## config.mk

```make
export PLATFORM = sky130hd
export DESIGN_NAME = dmem_arbiter
export DESIGN_NICKNAME = d
export VERILOG_FILES = /design/src/rtl/dmem_arbiter.sv
export SDC_FILE = /design/constraint.sdc
export NUM_CORES = 1
export LEC_CHECK = 0
export CORE_AREA = 2 2 123 125
export CTS_CLUSTER_SIZE = 28
export DETAILED_ROUTE_END_ITERATION = 8
export DIE_AREA = 0 0 125 127
export PLACE_DENSITY = 0.66
export SLEW_MARGIN = 0
export SYNTH_ARGS = -nofsm -noshare
export SYNTH_HDL_FRONTEND = slang
export SYNTH_SLANG_ARGS = --single-unit
```

## constraint.sdc

```tcl
create_clock -name clk_i -period 1.5 [get_ports clk_i]
set_input_delay 0.3 -clock clk_i [delete_from_list [all_inputs] [get_ports clk_i]]
set_output_delay 0.3 -clock clk_i [all_outputs]
set_load 0.005 [all_outputs]
```

## src/rtl/dmem_arbiter.sv

```systemverilog
// Round-robin arbiter sharing one single-port data memory between two masters.
// Tracks outstanding transaction IDs so responses are routed back to their issuer.
module dmem_arbiter #(
  parameter int ADDR_WIDTH      = 32,
  parameter int DATA_WIDTH      = 32,
  parameter int MAX_OUTSTANDING = 2
) (
  input  logic                    clk_i,
  input  logic                    rst_ni,

  input  logic                    m0_req_i,
  output logic                    m0_gnt_o,
  output logic                    m0_rvalid_o,
  input  logic [ADDR_WIDTH-1:0]   m0_addr_i,
  input  logic                    m0_we_i,
  input  logic [DATA_WIDTH/8-1:0] m0_be_i,
  input  logic [DATA_WIDTH-1:0]   m0_wdata_i,
  output logic [DATA_WIDTH-1:0]   m0_rdata_o,
  output logic                    m0_err_o,

  input  logic                    m1_req_i,
  output logic                    m1_gnt_o,
  output logic                    m1_rvalid_o,
  input  logic [ADDR_WIDTH-1:0]   m1_addr_i,
  input  logic                    m1_we_i,
  input  logic [DATA_WIDTH/8-1:0] m1_be_i,
  input  logic [DATA_WIDTH-1:0]   m1_wdata_i,
  output logic [DATA_WIDTH-1:0]   m1_rdata_o,
  output logic                    m1_err_o,

  output logic                    mem_req_o,
  input  logic                    mem_gnt_i,
  input  logic                    mem_rvalid_i,
  output logic [ADDR_WIDTH-1:0]   mem_addr_o,
  output logic                    mem_we_o,
  output logic [DATA_WIDTH/8-1:0] mem_be_o,
  output logic [DATA_WIDTH-1:0]   mem_wdata_o,
  input  logic [DATA_WIDTH-1:0]   mem_rdata_i,
  input  logic                    mem_err_i,

  output logic                    proto_err_o
);

  localparam int BE_WIDTH  = DATA_WIDTH / 8;
  localparam int PTR_WIDTH = (MAX_OUTSTANDING > 1) ? $clog2(MAX_OUTSTANDING) : 1;
  localparam int CNT_WIDTH = $clog2(MAX_OUTSTANDING + 1);

  localparam logic [CNT_WIDTH-1:0] FIFO_DEPTH = CNT_WIDTH'(MAX_OUTSTANDING);
  localparam logic [PTR_WIDTH-1:0] PTR_LAST   = PTR_WIDTH'(MAX_OUTSTANDING - 1);

  typedef enum logic {
    MASTER0 = 1'b0,
    MASTER1 = 1'b1
  } master_e;

  typedef enum logic {
    UNLOCKED = 1'b0,
    LOCKED   = 1'b1
  } lock_state_e;

  lock_state_e                lock_state;
  master_e                    lock_id;
  master_e                    rr_prio;

  logic [MAX_OUTSTANDING-1:0] id_fifo;
  logic [PTR_WIDTH-1:0]       wr_ptr;
  logic [PTR_WIDTH-1:0]       rd_ptr;
  logic [CNT_WIDTH-1:0]       count;
  logic                       proto_err_q;

  logic    sel_valid;
  master_e sel_id;
  logic    sel_req;
  logic    fifo_full;
  logic    fifo_empty;
  logic    grant;
  logic    push;
  logic    pop;
  master_e head_id;

  function automatic logic [PTR_WIDTH-1:0] next_ptr(input logic [PTR_WIDTH-1:0] ptr);
    return (ptr == PTR_LAST) ? '0 : ptr + PTR_WIDTH'(1);
  endfunction

  // A pending lock overrides arbitration; on a tie rr_prio names the winner.
  always_comb begin
    sel_valid = 1'b0;
    sel_id    = MASTER0;
    if (lock_state == LOCKED) begin
      sel_valid = 1'b1;
      sel_id    = lock_id;
    end else if (m0_req_i && m1_req_i) begin
      sel_valid = 1'b1;
      sel_id    = rr_prio;
    end else if (m0_req_i) begin
      sel_valid = 1'b1;
      sel_id    = MASTER0;
    end else if (m1_req_i) begin
      sel_valid = 1'b1;
      sel_id    = MASTER1;
    end
  end

  assign sel_req    = sel_valid && ((sel_id == MASTER1) ? m1_req_i : m0_req_i);
  assign fifo_full  = (count == FIFO_DEPTH);
  assign fifo_empty = (count == '0);

  assign mem_req_o = sel_req && !fifo_full;
  assign grant     = mem_req_o && mem_gnt_i;
  assign push      = grant;
  assign pop       = mem_rvalid_i && !fifo_empty;

  assign m0_gnt_o = grant && (sel_id == MASTER0);
  assign m1_gnt_o = grant && (sel_id == MASTER1);

  always_comb begin
    mem_addr_o  = '0;
    mem_we_o    = 1'b0;
    mem_be_o    = '0;
    mem_wdata_o = '0;
    if (sel_valid) begin
      if (sel_id == MASTER1) begin
        mem_addr_o  = m1_addr_i;
        mem_we_o    = m1_we_i;
        mem_be_o    = m1_be_i;
        mem_wdata_o = m1_wdata_i;
      end else begin
        mem_addr_o  = m0_addr_i;
        mem_we_o    = m0_we_i;
        mem_be_o    = m0_be_i;
        mem_wdata_o = m0_wdata_i;
      end
    end
  end

  // Responses are steered by the oldest outstanding ID with no added latency.
  assign head_id     = master_e'(id_fifo[rd_ptr]);
  assign m0_rvalid_o = pop && (head_id == MASTER0);
  assign m1_rvalid_o = pop && (head_id == MASTER1);
  assign m0_err_o    = m0_rvalid_o && mem_err_i;
  assign m1_err_o    = m1_rvalid_o && mem_err_i;
  assign m0_rdata_o  = mem_rdata_i;
  assign m1_rdata_o  = mem_rdata_i;
  assign proto_err_o = proto_err_q;

  // The lock persists while the selected master keeps requesting but is not
  // yet granted, whether stalled by the memory or by a full FIFO.
  always_ff @(posedge clk_i or negedge rst_ni) begin
    if (!rst_ni) begin
      lock_state <= UNLOCKED;
      lock_id    <= MASTER0;
      rr_prio    <= MASTER0;
    end else begin
      if (grant) begin
        lock_state <= UNLOCKED;
        rr_prio    <= (sel_id == MASTER0) ? MASTER1 : MASTER0;
      end else if (sel_req) begin
        lock_state <= LOCKED;
        lock_id    <= sel_id;
      end else begin
        lock_state <= UNLOCKED;
      end
    end
  end

  always_ff @(posedge clk_i or negedge rst_ni) begin
    if (!rst_ni) begin
      id_fifo <= '0;
      wr_ptr  <= '0;
      rd_ptr  <= '0;
      count   <= '0;
    end else begin
      if (push) begin
        id_fifo[wr_ptr] <= sel_id;
        wr_ptr          <= next_ptr(wr_ptr);
      end
      if (pop) begin
        rd_ptr <= next_ptr(rd_ptr);
      end
      case ({push, pop})
        2'b10:   count <= count + CNT_WIDTH'(1);
        2'b01:   count <= count - CNT_WIDTH'(1);
        default: count <= count;
      endcase
    end
  end

  always_ff @(posedge clk_i or negedge rst_ni) begin
    if (!rst_ni) begin
      proto_err_q <= 1'b0;
    end else if (mem_rvalid_i && fifo_empty) begin
      proto_err_q <= 1'b1;
    end
  end

  logic unused_be_width;
  assign unused_be_width = (BE_WIDTH == 0);

endmodule

```

* Word-level counts from Yosys, hierarchy flattened
Cells that the tools add are included.
Storage, ports and cells: logic and storage cells 66, input bits 177, flip-flop bits (word level) 10
Cells by class: reductions and logical operators 18, muxes and demuxes 27, bitwise logic cells 3, equality and inequality tests 3, magnitude comparators 3, add/sub/neg operators 4
Operator list (count):
- 2-to-1 mux 32 bit | 4
- 2-to-1 mux 1 bit | 18
- logical AND 1 bit | 13
- 2-to-1 mux 4 bit | 2
- == test 2 bit, second input constant | 2
- < comparator 1 x 2 -> 1 bit, second input constant | 2
- one-hot mux 2 bit (2 select lines) | 1
- inverter 1 bit | 3
- adder 1 bit, second input constant | 2
- adder 2 x 1 -> 2 bit, second input constant | 1
- bitwise mux 2 bit | 1
- == test 2 x 1 -> 1 bit, second input constant | 1
- zero test 1 bit | 2
- zero test 2 bit | 1
- AND reduction 2 bit | 1
- nonzero test 2 bit | 1
- subtractor 2 x 1 -> 2 bit, second input constant | 1
- demux 1 bit (select 1 bit) | 1
- >= comparator 1 bit, second input constant | 1

* Depth between registers and ports, before layout
depth after elaboration 10, gate-level depth with buffers 8, gate-level depth less buffers 7

* Least setup slack after synthesis
OpenSTA, ideal clock, no wires.
kind reg2reg, start point register lock_state, end point register count[1], arrival time 1.506 ns, buffers on the path 1, setup time 0.079 ns, required time 1.421 ns, stages on the path, launching flop included 8, setup slack -0.085 ns, path through dfrtp_1 -> nand3b_1 -> nand3_1 -> nand2b_1 -> buf_2 -> ha_1 -> nor2_1 -> xor2_1
Between the ends: longest elaborated chain between the ends 7
RTL lines:
- start: declaration | RTL line 61 | lock_state_e lock_state;
- start signal: assignment | RTL line 150 | lock_state <= UNLOCKED;
- start signal: assignment | RTL line 155 | lock_state <= UNLOCKED;
- start signal: assignment | RTL line 158 | lock_state <= LOCKED;
- 2-to-1 mux 1 bit | RTL line 89 | if (lock_state == LOCKED) begin
- 2-to-1 mux 1 bit | RTL line 104 | assign sel_req = sel_valid && ((sel_id == MASTER1) ? m1_req_i : m0_req_i);
- logical AND 1 bit * | RTL line 104
- logical AND 1 bit * | RTL line 108 | assign mem_req_o = sel_req && !fifo_full;
- logical AND 1 bit * | RTL line 109 | assign grant = mem_req_o && mem_gnt_i;
- == test 2 x 1 -> 1 bit or == test 2 bit (tied branches) | RTL line 180 | case ({push, pop})
- one-hot mux 2 bit (2 select lines) or nonzero test 2 bit (tied branches)
- end signal: assignment | RTL line 181 | 2'b10: count <= count + CNT_WIDTH'(1);
- end signal: assignment | RTL line 182 | 2'b01: count <= count - CNT_WIDTH'(1);
- end signal: assignment | RTL line 183 | default: count <= count;
- end: declaration | RTL line 68 | logic [CNT_WIDTH-1:0] count;
Every way passes the cells marked *; elsewhere a longest branch is shown, timed or not. A chain may end at the register's enable or synchronous reset.

* Worst setup path after layout
start point register rr_prio, end point output port mem_wdata_o[3]
Between the ends: longest elaborated chain between the ends 4
RTL lines:
- start: declaration | RTL line 63 | master_e rr_prio;
- start signal: assignment | RTL line 156 | rr_prio <= (sel_id == MASTER0) ? MASTER1 : MASTER0;
- 2-to-1 mux 1 bit | RTL line 92 | end else if (m0_req_i && m1_req_i) begin
- 2-to-1 mux 1 bit | RTL line 89
- 2-to-1 mux 32 bit | RTL line 122 | if (sel_id == MASTER1) begin
- 2-to-1 mux 32 bit | RTL line 121 | if (sel_valid) begin
- end: declaration | RTL line 37 | output logic [DATA_WIDTH-1:0] mem_wdata_o,
Every way passes these cells.

==> flow_summary_export.csv <==
group,metric,value,unit
status,outcome,"complete, but fails checks",
status,violations,"setup timing",
power_and_ir_drop,swShare,42.81,%
die,num_rows,44,
setup_path,cp_max_fo,6,
timing,drv_slew,0,
power_and_ir_drop,p_sw,3.491,mW
cells_and_area,num_antenna_cells,0,
synthesis,syn_area_per_cell,6.047,um2
clocking,cts_buffers,3,
synthesis,ys_seq_area_share,11.89,%
timing,setup_violations,77,
synthesis,synth_nets,526,
detailed_routing,drc_errors,0,
timing,worst_pin_slew,0.4669,ns
setup_path,cp_cell_sequence,"and2b_2, o21ai_4, buf_12, buf_8, buf_16, nand2_4, a21oi_2, buf_2",
cells_and_area,ff_latch_area,250.2,um2
timing,worst_slack,-0.5582,ns
setup_path,cp-start-kind,"flip-flop",
placed_design,dp_hpwl,8164,um
global_route,grt_usage,14.19,%
timing,slew-limit-headroom,68.77,%
synthesis,yosysWarnings,0,
clocking,cts_tree,"yes",
setup_path,crit_family,"buffers and inverters",
cells_and_area,fill_cells,1494,
placed_design,place_ws,-1.061,ns
power_and_ir_drop,p_leak,2.320,nW
cells_and_area,instances_no_fill,732,
detailed_routing,routed_wl,13220,um
die,core_area,14420,um2
timing,fin_crit_sh,137.2,%
synthesis,async_reset_ff_share,100.0,%
setup_path,critPathRequiredTime,1.20,ns
cells_and_area,drive_gt1_share,54.93,%
synthesis,synth_area,2105,um2
synthesis,synth.distinct_cells,30,
die,die_area,15880,um2
setup_path,r2r_start,"lock_state$_DFF_PN0_",
timing,rsz0062_at_grt,"true",
power_and_ir_drop,p_per_area,1562,nW/um2
placed_design,portBuffers,221,
detailed_routing,routed_wire_length_per_instance,18.07,um
clocking,cts.clk_slew.worst_paths,0.04,ns
global_route,grt_pass1_vias,3032,
run,drv_cap,0,
timing,max_clock_freq,485.9,MHz
die,start_util,14.59,%
power_and_ir_drop,vdd.ir_drop.worst,0.5367,mV
setup_path,crit_arrival,1.76,ns
setup_path,crit_path_max_incr_delay,0.33,ns
timing,whs,0.3843,ns
detailed_routing,post_drt_via_cell_ratio,4.194,
setup_path,crit_type,"flip-flop to primary output",
cells_and_area,multi_input_area,1896,um2
power_and_ir_drop,pwr-share-comb,88.0,%
die,io_pins,318,
setup_path,rrSetupSlack,-0.23,ns
clocking,ctsHoldBuffers,0,
setup_path,ff2ff_path_depth,10,
detailed_routing,drtIter0Drc,67,
power_and_ir_drop,seq_power_share,6.1,%
timing,hold_violations,0,
setup_path,cp_num_buf_inv,4,
global_route,antenna_found_initial,0,
clocking,clk_path_buf_depth,2,
power_and_ir_drop,p_int,4.663,mW
die,die_w,125,um
setup_path,slowest_stage,"dfrtp_1",
cells_and_area,final_cell_area,5221,um2
min_path,hold_path_class,"primary input to async pin",
setup_path,r2r-end,"count[1]$_DFFE_PN0P_",
synthesis,synth_edf_count,0,
synthesis,ys.flop_type,"dfrtp_1",
global_route,grt_pass1_wl,17910,um
detailed_routing,drtAntennaViolNets,0,
die,die_h,127,um
detailed_routing,first_pass_iters,4,
cells_and_area,fin_util,36.20,%
clocking,root_buffer,"clkbuf_16",
placed_design,gpl.final_weighted_congestion,0.7664,
clocking,cts.sinks,10,
timing,finalSetupTns,-33.94,ns
power_and_ir_drop,power,8.154,mW
placed_design,dp.cells,692,
cells_and_area,syn2layout_area_growth,148.1,%
placed_design,dpl_cell_area,4190,um2
power_and_ir_drop,p_clk_share,5.9,%
detailed_routing,via_count,3070,
global_route,grt_overflow,0,
global_route,grt_max_degree,37,
timing,finalCriticalPeriod,2.058,ns
synthesis,synthCells,348,
setup_path,end_kind,"primary output",
clocking,clock_latency,0.24,ns
synthesis,ys_ff_latch,10,
cells_and_area,nNetsFinal,728,
timing,fin_skew,0.002006,ns
clocking,cts_max_level,1,
[Yosys cell counts, drive strengths merged, types with 2 or more instances]
| library cell | number | area [um2] |
|---|---|---|
| and3 | 3 | 18.77 |
| o31ai | 3 | 36.28 |
| nand2b | 4 | 32.53 |
| nand2 | 141 | 529.3 |
| a21oi | 71 | 355.3 |
| dfrtp | 10 | 250.2 |
| a21o | 2 | 15.01 |
| clkbuf | 5 | 18.77 |
| xnor2 | 4 | 35.03 |
| o21ai | 5 | 36.28 |
| buf | 82 | 660.6 |
| nor2 | 6 | 22.52 |
[power by group through the flow]
stage	clock (mW)	sequential [mW]	combinational (mW)
floorplan	0	0.496	2.43
global placement	0	0.494	4.85
detailed placement	0	0.496	4.86
CTS	0.479	0.495	6.01
global route	0.485	0.514	7.76
finish	0.478	0.497	7.18
[sequential cells by signal (all words and copies together) (netlist names)]
signal       flops
count            2
id_fifo          2
lock_id          1
lock_state       1
proto_err_o      1
rd_ptr           1
rr_prio          1
wr_ptr           1
[logic make-up after synthesis]
| group | share of synthesized area (%) |
|---|---|
| AO/OA/AOI/OAI | 21.82 |
| XOR/XNOR | 2.081 |
| adder cells (fa/ha/maj) | 0.5944 |
| buffers and inverters | 32.46 |
| flip-flops | 11.89 |
| multiplexers | 0.4756 |
| AND/OR/NAND/NOR | 30.68 |
[cells in the final DEF, fill, tap and decap left out, types with 11 or more instances in the layout]
cell type and count:
a21oi_1 11, a21oi_2 59, buf_2 74, buf_4 23, buf_6 15, clkbuf_16 11, clkdlybuf4s50_1 142, nand2_1 60
nand2_2 44, nand2_4 37
[how the worst max path moves through the flow]
stage                         startpoint                   end  slack, ns  depth (start not counted)
floorplan           lock_state$_DFF_PN0_  count[1]$_DFFE_PN0P_     -0.003                          8
global placement                m0_req_i         mem_addr_o[6]      -1.04                          7
detailed placement              m0_req_i         mem_addr_o[6]      -1.06                          7
CTS                  rr_prio$_DFFE_PN0N_        mem_wdata_o[3]      -0.56                          8
global route         rr_prio$_DFFE_PN0N_        mem_wdata_o[3]      -0.61                          8
finish               rr_prio$_DFFE_PN0N_        mem_wdata_o[3]      -0.56                          8
[layer usage]
metal / GRT usage [%] / vias to the layer above / share of wire, % / wire, um
li1: - / 1463 / - / -
met1: 17.22 / 1391 / 39 / 5134
met2: 23.82 / 204 / 50 / 6570
met3: 6.030 / 12 / 11 / 1392
met4: 2.484 / 0 / 0.95 / 126
met5: 0 / - / 0 / 0
[worst register-to-register path, stage by stage, from the launching register on]
cell	delay, ns
dfrtp_1	0.39
buf_6	0.14
nand3b_1	0.10
buf_4	0.13
nand3_2	0.06
nand2b_4	0.17
buf_6	0.13
ha_4	0.15
xnor2_2	0.12
nor2_1	0.06
xor2_1	0.15
[cell type report]
cell class	instances	area share [%]
timing repair buffer	284	52.94
multi-input combinational	250	36.30
sequential	10	4.793
tap	184	4.409
clock buffer	3	1.438
inverter	1	0.1198
[timing repair]
| item | in CTS | in global routing |
|---|---|---|
| hold endpoints to repair | 0 | 0 |
| resized for setup | 395 | 135 |
| setup endpoints to repair | 83 | 81 |
| pin swaps | 52 | 64 |
| gates cloned | 8 | 9 |
| buffers inserted | 21 | 4 |
(Power assumes the default switching activity.)
